## src/rtl/ysyx_23060208_idu_rx.sv

```systemverilog
// IDU receive stage: 2-entry skid buffer on the IFU->IDU channel with
// combinational RV32I pre-decode of the head entry toward the EXU.
module ysyx_23060208_idu_rx #(
    parameter int DATA_WIDTH = 32
) (
    input  logic                    clk,
    input  logic                    rst,
    input  logic [2*DATA_WIDTH-1:0] ifu_to_idu_data_i,
    input  logic                    ifu_to_idu_valid,
    output logic                    idu_to_ifu_ready,
    input  logic                    flush,
    output logic                    idu_to_exu_valid,
    input  logic                    exu_to_idu_ready,
    output logic [DATA_WIDTH-1:0]   idu_pc_o,
    output logic [DATA_WIDTH-1:0]   idu_inst_o,
    output logic [2:0]              idu_type_o,
    output logic [4:0]              idu_rd_o,
    output logic [4:0]              idu_rs1_o,
    output logic [4:0]              idu_rs2_o,
    output logic [DATA_WIDTH-1:0]   idu_imm_o
);

    typedef enum logic [1:0] {
        EMPTY = 2'd0,
        ONE   = 2'd1,
        FULL  = 2'd2
    } state_t;

    typedef enum logic [2:0] {
        T_R       = 3'd0,
        T_I       = 3'd1,
        T_S       = 3'd2,
        T_B       = 3'd3,
        T_U       = 3'd4,
        T_J       = 3'd5,
        T_ILLEGAL = 3'd7
    } fmt_t;

    state_t                  state, state_next;
    logic                    head, tail;
    logic [2*DATA_WIDTH-1:0] mem [2];
    logic                    push, pop;
    logic [DATA_WIDTH-1:0]   inst, pc;
    fmt_t                    fmt;

    // Handshakes depend on state only, so ready has no path from the EXU side.
    assign idu_to_ifu_ready = (state != FULL);
    assign idu_to_exu_valid = (state != EMPTY);
    assign push             = ifu_to_idu_valid && idu_to_ifu_ready;
    assign pop              = idu_to_exu_valid && exu_to_idu_ready;

    // Occupancy state register; reset beats flush, flush beats push/pop.
    always_ff @(posedge clk) begin
        if (rst || flush) state <= EMPTY;
        else              state <= state_next;
    end

    // Next occupancy from push/pop.
    always_comb begin
        state_next = state;
        unique case (state)
            EMPTY: if (push) state_next = ONE;
            ONE: begin
                if (push && !pop)      state_next = FULL;
                else if (pop && !push) state_next = EMPTY;
            end
            FULL:  if (pop) state_next = ONE;
            default: state_next = EMPTY;
        endcase
    end

    // Head/tail pointers wrap modulo 2.
    always_ff @(posedge clk) begin
        if (rst || flush) begin
            head <= 1'b0;
            tail <= 1'b0;
        end else begin
            if (push) tail <= ~tail;
            if (pop)  head <= ~head;
        end
    end

    // Entry storage: written only on an accepted, non-flushed push.
    always_ff @(posedge clk) begin
        if (rst) begin
            mem[0] <= '0;
            mem[1] <= '0;
        end else if (push && !flush) begin
            mem[tail] <= ifu_to_idu_data_i;
        end
    end

    // Pre-decode of the head entry; all fields forced to idle values when empty.
    always_comb begin
        pc         = mem[head][2*DATA_WIDTH-1:DATA_WIDTH];
        inst       = mem[head][DATA_WIDTH-1:0];
        fmt        = T_ILLEGAL;
        idu_imm_o  = '0;
        unique case (inst[6:0])
            7'b0110011: fmt = T_R;
            7'b0010011, 7'b0000011, 7'b1100111, 7'b1110011: begin
                fmt       = T_I;
                idu_imm_o = DATA_WIDTH'($signed(inst[31:20]));
            end
            7'b0100011: begin
                fmt       = T_S;
                idu_imm_o = DATA_WIDTH'($signed({inst[31:25], inst[11:7]}));
            end
            7'b1100011: begin
                fmt       = T_B;
                idu_imm_o = DATA_WIDTH'($signed({inst[31], inst[7], inst[30:25], inst[11:8], 1'b0}));
            end
            7'b0110111, 7'b0010111: begin
                fmt       = T_U;
                idu_imm_o = DATA_WIDTH'($signed({inst[31:12], 12'b0}));
            end
            7'b1101111: begin
                fmt       = T_J;
                idu_imm_o = DATA_WIDTH'($signed({inst[31], inst[19:12], inst[20], inst[30:21], 1'b0}));
            end
            default: ;
        endcase
        idu_pc_o   = pc;
        idu_inst_o = inst;
        idu_type_o = fmt;
        idu_rd_o   = inst[11:7];
        idu_rs1_o  = inst[19:15];
        idu_rs2_o  = inst[24:20];
        if (state == EMPTY) begin
            idu_pc_o   = '0;
            idu_inst_o = '0;
            idu_type_o = T_ILLEGAL;
            idu_rd_o   = '0;
            idu_rs1_o  = '0;
            idu_rs2_o  = '0;
            idu_imm_o  = '0;
        end
    end

endmodule

```

## config.mk

```make
export PLATFORM = sky130hd
export DESIGN_NAME = ysyx_23060208_idu_rx
export DESIGN_NICKNAME = d
export VERILOG_FILES = /design/src/rtl/ysyx_23060208_idu_rx.sv
export SDC_FILE = /design/constraint.sdc
export NUM_CORES = 1
export LEC_CHECK = 0
export CORE_MARGIN = 1
export CORE_UTILIZATION = 49
export DETAILED_ROUTE_END_ITERATION = 8
export GPL_ROUTABILITY_DRIVEN = 0
export GPL_TIMING_DRIVEN = 0
export PLACE_DENSITY = 0.81
export SLEW_MARGIN = 10
export SYNTH_ARGS = -nofsm -noshare
export SYNTH_HDL_FRONTEND = slang
export SYNTH_SLANG_ARGS = --single-unit
```

## constraint.sdc

```tcl
create_clock -name clk -period 3.3 [get_ports clk]
set_clock_uncertainty 0.15 [all_clocks]
set_input_delay 0.495 -clock clk [delete_from_list [all_inputs] [get_ports clk]]
set_output_delay 0.495 -clock clk [all_outputs]
set_load 0.02 [all_outputs]
```

==> results of run 1 <==
[placed cells by master, fill, tap and decap left out, types with 3 or more instances in the layout]
| cell type | n |
|---|---|
| dlygate4sd2_1 | 20 |
| edfxtp_1 | 128 |
| buf_12 | 3 |
| or3_1 | 4 |
| clkbuf_16 | 17 |
| nor2_2 | 5 |
| clkbuf_1 | 21 |
| clkbuf_2 | 25 |
| a21oi_1 | 8 |
| buf_4 | 33 |
| nand2b_1 | 18 |
| nor3_1 | 7 |
| nand2_1 | 14 |
| inv_6 | 4 |
| mux2i_1 | 53 |
| o21ai_1 | 4 |
| o21ai_0 | 8 |
| buf_6 | 6 |
| nor2_1 | 71 |
| clkdlybuf4s50_1 | 112 |
| mux2i_2 | 4 |
| mux2i_4 | 5 |
| dlymetal6s2s_1 | 26 |
| dfxtp_1 | 5 |
| and2_1 | 132 |
| nand3_1 | 3 |
| a21oi_2 | 19 |
| clkinv_2 | 5 |
| mux2_2 | 8 |
| clkinvlp_4 | 5 |
[cell type report]
type | count | area, µm² | area share [%]
plain buffers | 50 | 329 | 3.38
clock buffers | 17 | 425 | 4.38
clock inverters | 15 | 105 | 1.08
inverters | 3 | 12.5 | 0.129
multi-input cells | 398 | 2760 | 28.4
flip-flops and latches | 133 | 3940 | 40.6
well taps | 180 | 225 | 2.32
repair buffers | 200 | 1920 | 19.7
[power groups by stage]
stage	logic, mW	registers (mW)	clock network, mW
floorplan	0.221	2.00	0
global placement	0.413	2.00	0
detailed placement	0.432	2.01	0
CTS	0.440	1.97	1.70
global route	0.486	1.98	1.78
finish	0.451	1.97	1.68
[routing by layer]
| layer | routed length, µm | GRT usage (%) | vias to the layer above |
|---|---|---|---|
| met3 | 1330 | 7.52 | 28 |
| li1 | - | - | 2467 |
| met2 | 8780 | 41.9 | 221 |
| met4 | 316 | 8.02 | 0 |
| met5 | 0 | 0 | - |
| met1 | 6790 | 28.6 | 2465 |
[final timing paths]
| check | startpoint | end | slack, ns | depth (start not counted) |
|---|---|---|---|---|
| setup / recovery | flip-flop | idu_imm_o[21] | 0.09 | 10 |
| setup reg to reg | state[0] | mem[1][54] | 0.38 | 6 |
| hold / removal | rst | state[1] | 0.38 | 2 |
| hold reg to reg | head | head | 0.41 | 2 |
[worst max-delay path: cells and delay by family (launching register included)]
kind / cells / cell delay [ns]
multiplexers: 1 / 0.43
flip-flops: 1 / 0.34
buffers and inverters: 5 / 0.86
AND/OR/NAND/NOR: 1 / 0.14
AO/OA/AOI/OAI: 3 / 0.41
[registers in the layout (all words and copies together) (netlist names), named ones only]
| signal | flops |
|---|---|
| state | 2 |
| tail | 1 |
| mem | 128 |
| head | 1 |
[per-stage QoR]
stage               setup TNS (ns)  cells  util (%)
floorplan                        0    584         -
global placement            -53.28    947      65.0
detailed placement               0    949      65.3
CTS                              0    986      69.8
global route               -0.0299    996      70.3
finish                           0    996      70.3
[cell families (layout without fill, tap and decap cells)]
family	Yosys count	after routing	share of synthesized area, %
buf+inv	53	285	4.41
flops	133	133	56.9
mux	72	72	11.1
fa+ha+maj	1	1	0.181
xor+xnor	3	3	0.379
compound gates	51	51	5.65
simple gates	271	271	21.4
[timing repair]
action                                  in CTS  in global routing
setup buffers                                5                 10
endpoints found under the setup margin      83                 56
gates resized for setup                     75                 80
pin swaps                                    4                  0
hold buffers                                 0                  0
==> key figures, run 1 <==
Placement
  • Port-buffer cells: 183
  • Post-placement worst setup slack: 0.0264 ns
  • Hpwl dp: 12.2 mm
  • Placed cell areas: 9030 µm²

Clock network
  • Register clock-pin slew on the reported worst setup and hold paths: 0.06 ns
  • Clock Latency Late Sink: 0.41 ns
  • Clock Sinks: 133
  • CTS Buffer Depth: 2
  • CTS root buf: clkbuf_16
  • # H-tree levels: 4
  • CTS tree: built
  • Num CTS Buffers: 17

Setup path
  • Critical Path, Cell by Cell: buf_6 -> mux2_2 -> nand2_1 -> o32ai_2 -> buf_4 -> o31ai_4 -> buf_6 -> buf_4 -> a21oi_2 -> clkbuf_2
  • CP max stage delay: 0.43 ns
  • Slowest CP cell: mux2_2
  • Required @ worst endpoint: 2.65 ns
  • Startpoint types: flip-flop
  • WP data arrival: 2.57 ns
  • WS Path Type: reg2out
  • Critical path peak fanout: 10
  • Critical Path Sink Type: output port

Synthesis
  • Ys async rst share: 0%
  • Commonest cells post-synth: and2_1 (132), edfxtp_1 (128), nor2_1 (74)
  • Sequential share of the synthesized area: 56.9%
  • Cell taking the most area after synthesis: edfxtp_1
  • Synth top area share: 55.5%
  • Predominant post-synthesis flop cell: edfxtp_1
  • Post-synth EDFFs: 128
  • Post-synthesis cell area: 6930 µm²
  • Synthesis-stage register bit count: 133
  • Area contributors post-synth: edfxtp_1 (55%), and2_1 (12%), mux2i_1 (8.5%)
  • Syn_nets: 654
  • Syn_area_per_cell: 11.9 µm²
  • Most frequent cell after synthesis: and2_1
  • Synth cell types: 48
  • Synth warn: 0
  • Post-Synthesis Cells: 584

Cells and area
  • Final instance area: 9720 µm²
  • Layout Nets: 873
  • Layout cells sized above 1: 19.1%
  • Filler cells: 985
  • N_diodes: 0
  • Layout area overhead: 40.3%

Die
  • Die area: 14,600 µm²
  • # IOs: 185
  • Core area: 13,800 µm²
  • Die H: 121 µm
  • Row cnt: 43
  • Starting Density: 50.1%
  • Die Wd: 121 µm

Pwr
  • Combinational share of power: 11.0%
  • Sw Ratio: 24.1%
  • Register share of total power: 48.0%
  • VDD IR max: 0.342 mV
  • Clock Power Share: 41.0%
  • P_sw: 0.990 mW
  • Internal: 3.12 mW
  • Leakage: 3.91 nW
  • P per Cell Area: 422 nW/µm²
  • Design Power: 4.11 mW

Timing
  • Worst Hold Slack: 0.375 ns
  • Slew Viols, Final: 0
  • Fin crit period: 3.21 ns
  • Fmax: 311 MHz
  • Finish-stage setup viols: 0
  • Tcrit/Tclk final: 97.4%
  • PnR worst setup slack: 0.0857 ns
  • Endpoints failing hold: 0
  • Least-Margin Pin Slew: 0.595 ns
  • Relative slew slack: 60.3%

GRT
  • Initial antenna violation count: 0
  • First-pass GRT wire length: 26.7 mm
  • Number of global-route vias before repair: 5,320
  • Gr ovfl total: 0
  • Gr usage total: 24.2%
  • Largest net degree at the start of global routing: 40

Routing
  • First-pass DRT Iterations: 5
  • Antenna Nets Post-Route: 0
  • Vias: 5,181
  • Post-detailed-route DRC marker count: 0
  • Detailed-route wire length: 17.2 mm
  • WL/cell: 17.3 µm
  • DRT iter0 DRCs: 383
  • Vias per cell: 5.20

Flow run
  • Max_cap viols: 0

Outcome
  • Status: finished, final reports clean

Hold path
  • Min-Delay Path Class: in2reg
(Power assumes the default switching activity.)
==> run 2: changes to the inputs <==
- CORE_ASPECT_RATIO: not set -> 0.75
==> run 2 against run 1 <==
First-iteration DRC count decreased by 2.6%. Global-route usage increased by 0.066 points. Sequential cell count unchanged. Sequential share of layout area decreased by 0.26 points. Sequential power about the same. Design area increased by 0.64%. Critical endpoint is now idu_imm_o[23]. Highest routed layer unchanged.
==> key figures, run 2 (synthesized netlist as in run 1, its figures left out) <==
Outcome
  • Status: finished, final reports clean

Die
  • Die area: 14,600 µm² (about the same)
  • Die Wd: 139 µm (+15%)
  • Core area: 13,700 µm² (-0.56%)
  • Die H: 105 µm (-13%)
  • # IOs: 185 (unchanged)
  • Starting Density: 50.4% (+0.28 points)
  • Row cnt: 37 (-14%)

Cells and area
  • Layout cells sized above 1: 17.5% (-1.6 points)
  • Layout area overhead: 41.2%
  • Largest Register: mem
  • Final instance area: 9790 µm² (+0.64%)
  • N_diodes: 0 (unchanged)
  • Commonest cells after routing, fill and taps aside: and2_1 (132), clkdlybuf4s50_1 (130), edfxtp_1 (128), nor2_1 (70), mux2i_1 (54)
  • Largest register FFs: 128 (unchanged)
  • Top Registers: mem x128, state x2
  • Finished Layout Cells: 991 (-0.50%)
  • Commonest non-fill, non-tap cell in the layout: and2_1
  • Layout Nets: 874 (+0.11%)

GRT
  • Largest net degree at the start of global routing: 36 (-10%)
  • Gr busiest metal: met2
  • M3 GR Usage: 6.87% (-0.64 points)
  • Met1 Use GR: 30.5% (+1.9 points)
  • Gr ovfl total: 0 (unchanged)
  • Number of global-route vias before repair: 5,163 (-3.0%)
  • First-pass GRT wire length: 26.8 mm (+0.54%)
  • GR Util met2: 40.9% (-0.97 points)
  • Initial antenna violation count: 0 (unchanged)
  • Gr usage total: 24.3% (+0.066 points)

Setup path
  • FF-to-FF End: mem[1][23]
  • Startpoint types: flip-flop
  • WP data arrival: 2.64 ns (+0.07 ns)
  • Required @ worst endpoint: 2.65 ns (about the same)
  • Critical path peak fanout: 10 (unchanged)
  • Worst r2r src: state[0]
  • WS Path Type: reg2out
  • Reg2Reg Setup Slack: 0.45 ns (+0.07 ns)
  • FF-to-FF path depth: 6 (unchanged)
  • Critical Path Sink Type: output port

Timing
  • Finish-stage setup viols: 0 (unchanged)
  • Slew Viols, Final: 0 (unchanged)
  • Fmax: 305 MHz (-2.0%)
  • PnR worst setup slack: 0.0185 ns (-0.0672 ns)
  • Fin crit period: 3.28 ns (+0.0672 ns)
  • Least-Margin Pin Slew: 0.522 ns (-0.0732 ns)
  • Endpoints failing hold: 0 (unchanged)
  • Relative slew slack: 64.2% (+3.9 points)
  • Tcrit/Tclk final: 99.4% (+2.0 points)
  • Fin Setup TNS: 0 ns (unchanged)
  • RSZ-0062 raised after global routing: yes

Clock network
  • CTS root buf: clkbuf_16
  • # hold bufs at CTS: 0 (unchanged)
  • # H-tree levels: 4 (unchanged)
  • Num CTS Buffers: 17 (unchanged)
  • Clock Latency Late Sink: 0.41 ns (about the same)
  • CTS tree: built
  • Clock Sinks: 133 (unchanged)
  • Register clock-pin slew on the reported worst setup and hold paths: 0.06 ns (about the same)
  • CTS Buffer Depth: 2 (unchanged)

Hold path
  • WHS Endpoint: state[1]
  • Min-Delay Path Class: in2reg
  • Hold Path Origin: rst
  • Worst Hold Depth: 2 (unchanged)

Pwr
  • Clock Power Share: 43.1% (+2.1 points)
  • Register share of total power: 46.2% (-1.8 points)
  • VDD IR max: 0.416 mV (+22%)
  • Design Power: 4.27 mW (+3.9%)
  • Internal: 3.33 mW (+6.8%)
  • P per Cell Area: 436 nW/µm² (+3.3%)
  • P_sw: 0.940 mW (-5.0%)
  • Leakage: 3.72 nW (-5.1%)
  • Sw Ratio: 22.0% (-2.1 points)
  • Combinational share of power: 10.6% (-0.4 points)

Placement
  • Placed Cells: 944 (-0.53%)
  • Hpwl dp: 12.1 mm (-1.3%)
  • Port-buffer cells: 183 (unchanged)
  • Post-placement worst setup slack: 0.0563 ns (+0.0299 ns)
  • Placed cell areas: 9020 µm² (about the same)

Routing
  • WL/cell: 17.5 µm (+0.96%)
  • Detailed-route wire length: 17.3 mm (+0.45%)
  • Antenna Nets Post-Route: 0 (unchanged)
  • Vias per cell: 5.30 (+1.9%)
  • Vias: 5,251 (+1.4%)
  • Post-detailed-route DRC marker count: 0 (unchanged)
  • First-pass DRT Iterations: 4 (-1)
  • DRT iter0 DRCs: 373 (-2.6%)

Flow run
  • Max_cap viols: 0 (unchanged)
run 2: changes by cell type in the layout (fill, tap and decap cells not counted), sizes merged:
cell and change:
buf +3, bufinv +3, clkbuf -9, clkdlybuf4s15 +1, clkdlybuf4s50 +18, clkinv -1
clkinvlp -2, dlygate4sd2 +5, dlymetal6s2s -14, inv -4
run 2: metrics by stage:
stage / util (%) / hold slack (ns)
6_report: 71.2 / 0.350
3_5_place_dp: 65.6 / 0.401
3_3_place_gp: 65.3 / 0.392
4_1_cts: 70.6 / 0.354
5_1_grt: 71.2 / 0.375
2_1_floorplan: - / 0.370
run 2: critical path, stage by stage (launching register included):
cell	delay [ns]
dfxtp_1	0.32
buf_6	0.18
buf_8	0.17
mux2i_4	0.33
o211ai_1	0.16
o21ai_2	0.21
nand3_1	0.15
clkbuf_4	0.26
a21oi_2	0.16
clkdlybuf4s15_2	0.27
run 2: power by group through the flow:
stage	Clock (mW)	Combinational (mW)	Sequential (mW)
finish	1.84	0.454	1.97
global route	1.94	0.484	1.98
CTS	1.85	0.445	1.97
detailed placement	0	0.434	2.00
global placement	0	0.416	2.00
floorplan	0	0.221	2.00
run 2: layout make-up:
| class | count | area (µm²) |
|---|---|---|
| clock inverters | 11 | 135 |
| well taps | 175 | 219 |
| plain buffers | 50 | 333 |
| fillers | 953 | 3960 |
| clock buffers | 20 | 437 |
| flip-flops and latches | 133 | 3940 |
| repair buffers | 201 | 1920 |
| multi-input cells | 398 | 2780 |
| inverters | 3 | 12.5 |
run 2: what timing repair did:
| item | in CTS | in global routing |
|---|---|---|
| buffers inserted | 11 | 5 |
| setup endpoints to repair | 80 | 50 |
| resized for setup | 78 | 47 |
| pin swaps | 2 | 1 |
run 2: routing by layer:
layer	part of all wire [%]	wire (µm)
met5	0	0
met2	49	8470
met1	42	7190
met4	1.6	272
met3	7.9	1370
run 2: how the worst max path moves through the flow:
stage	startpoint	to	slack (ns)	depth (start not counted)
global placement	flush	mem[0][42]	-0.47	4
global route	mem[1][3]	idu_imm_o[20]	-0.04	7
detailed placement	flush	mem[1][28]	0.06	5
floorplan	state[0]	mem[1][0]	0.52	5
finish	flip-flop	idu_imm_o[23]	0.02	9
CTS	flip-flop	idu_imm_o[21]	-0.08	10
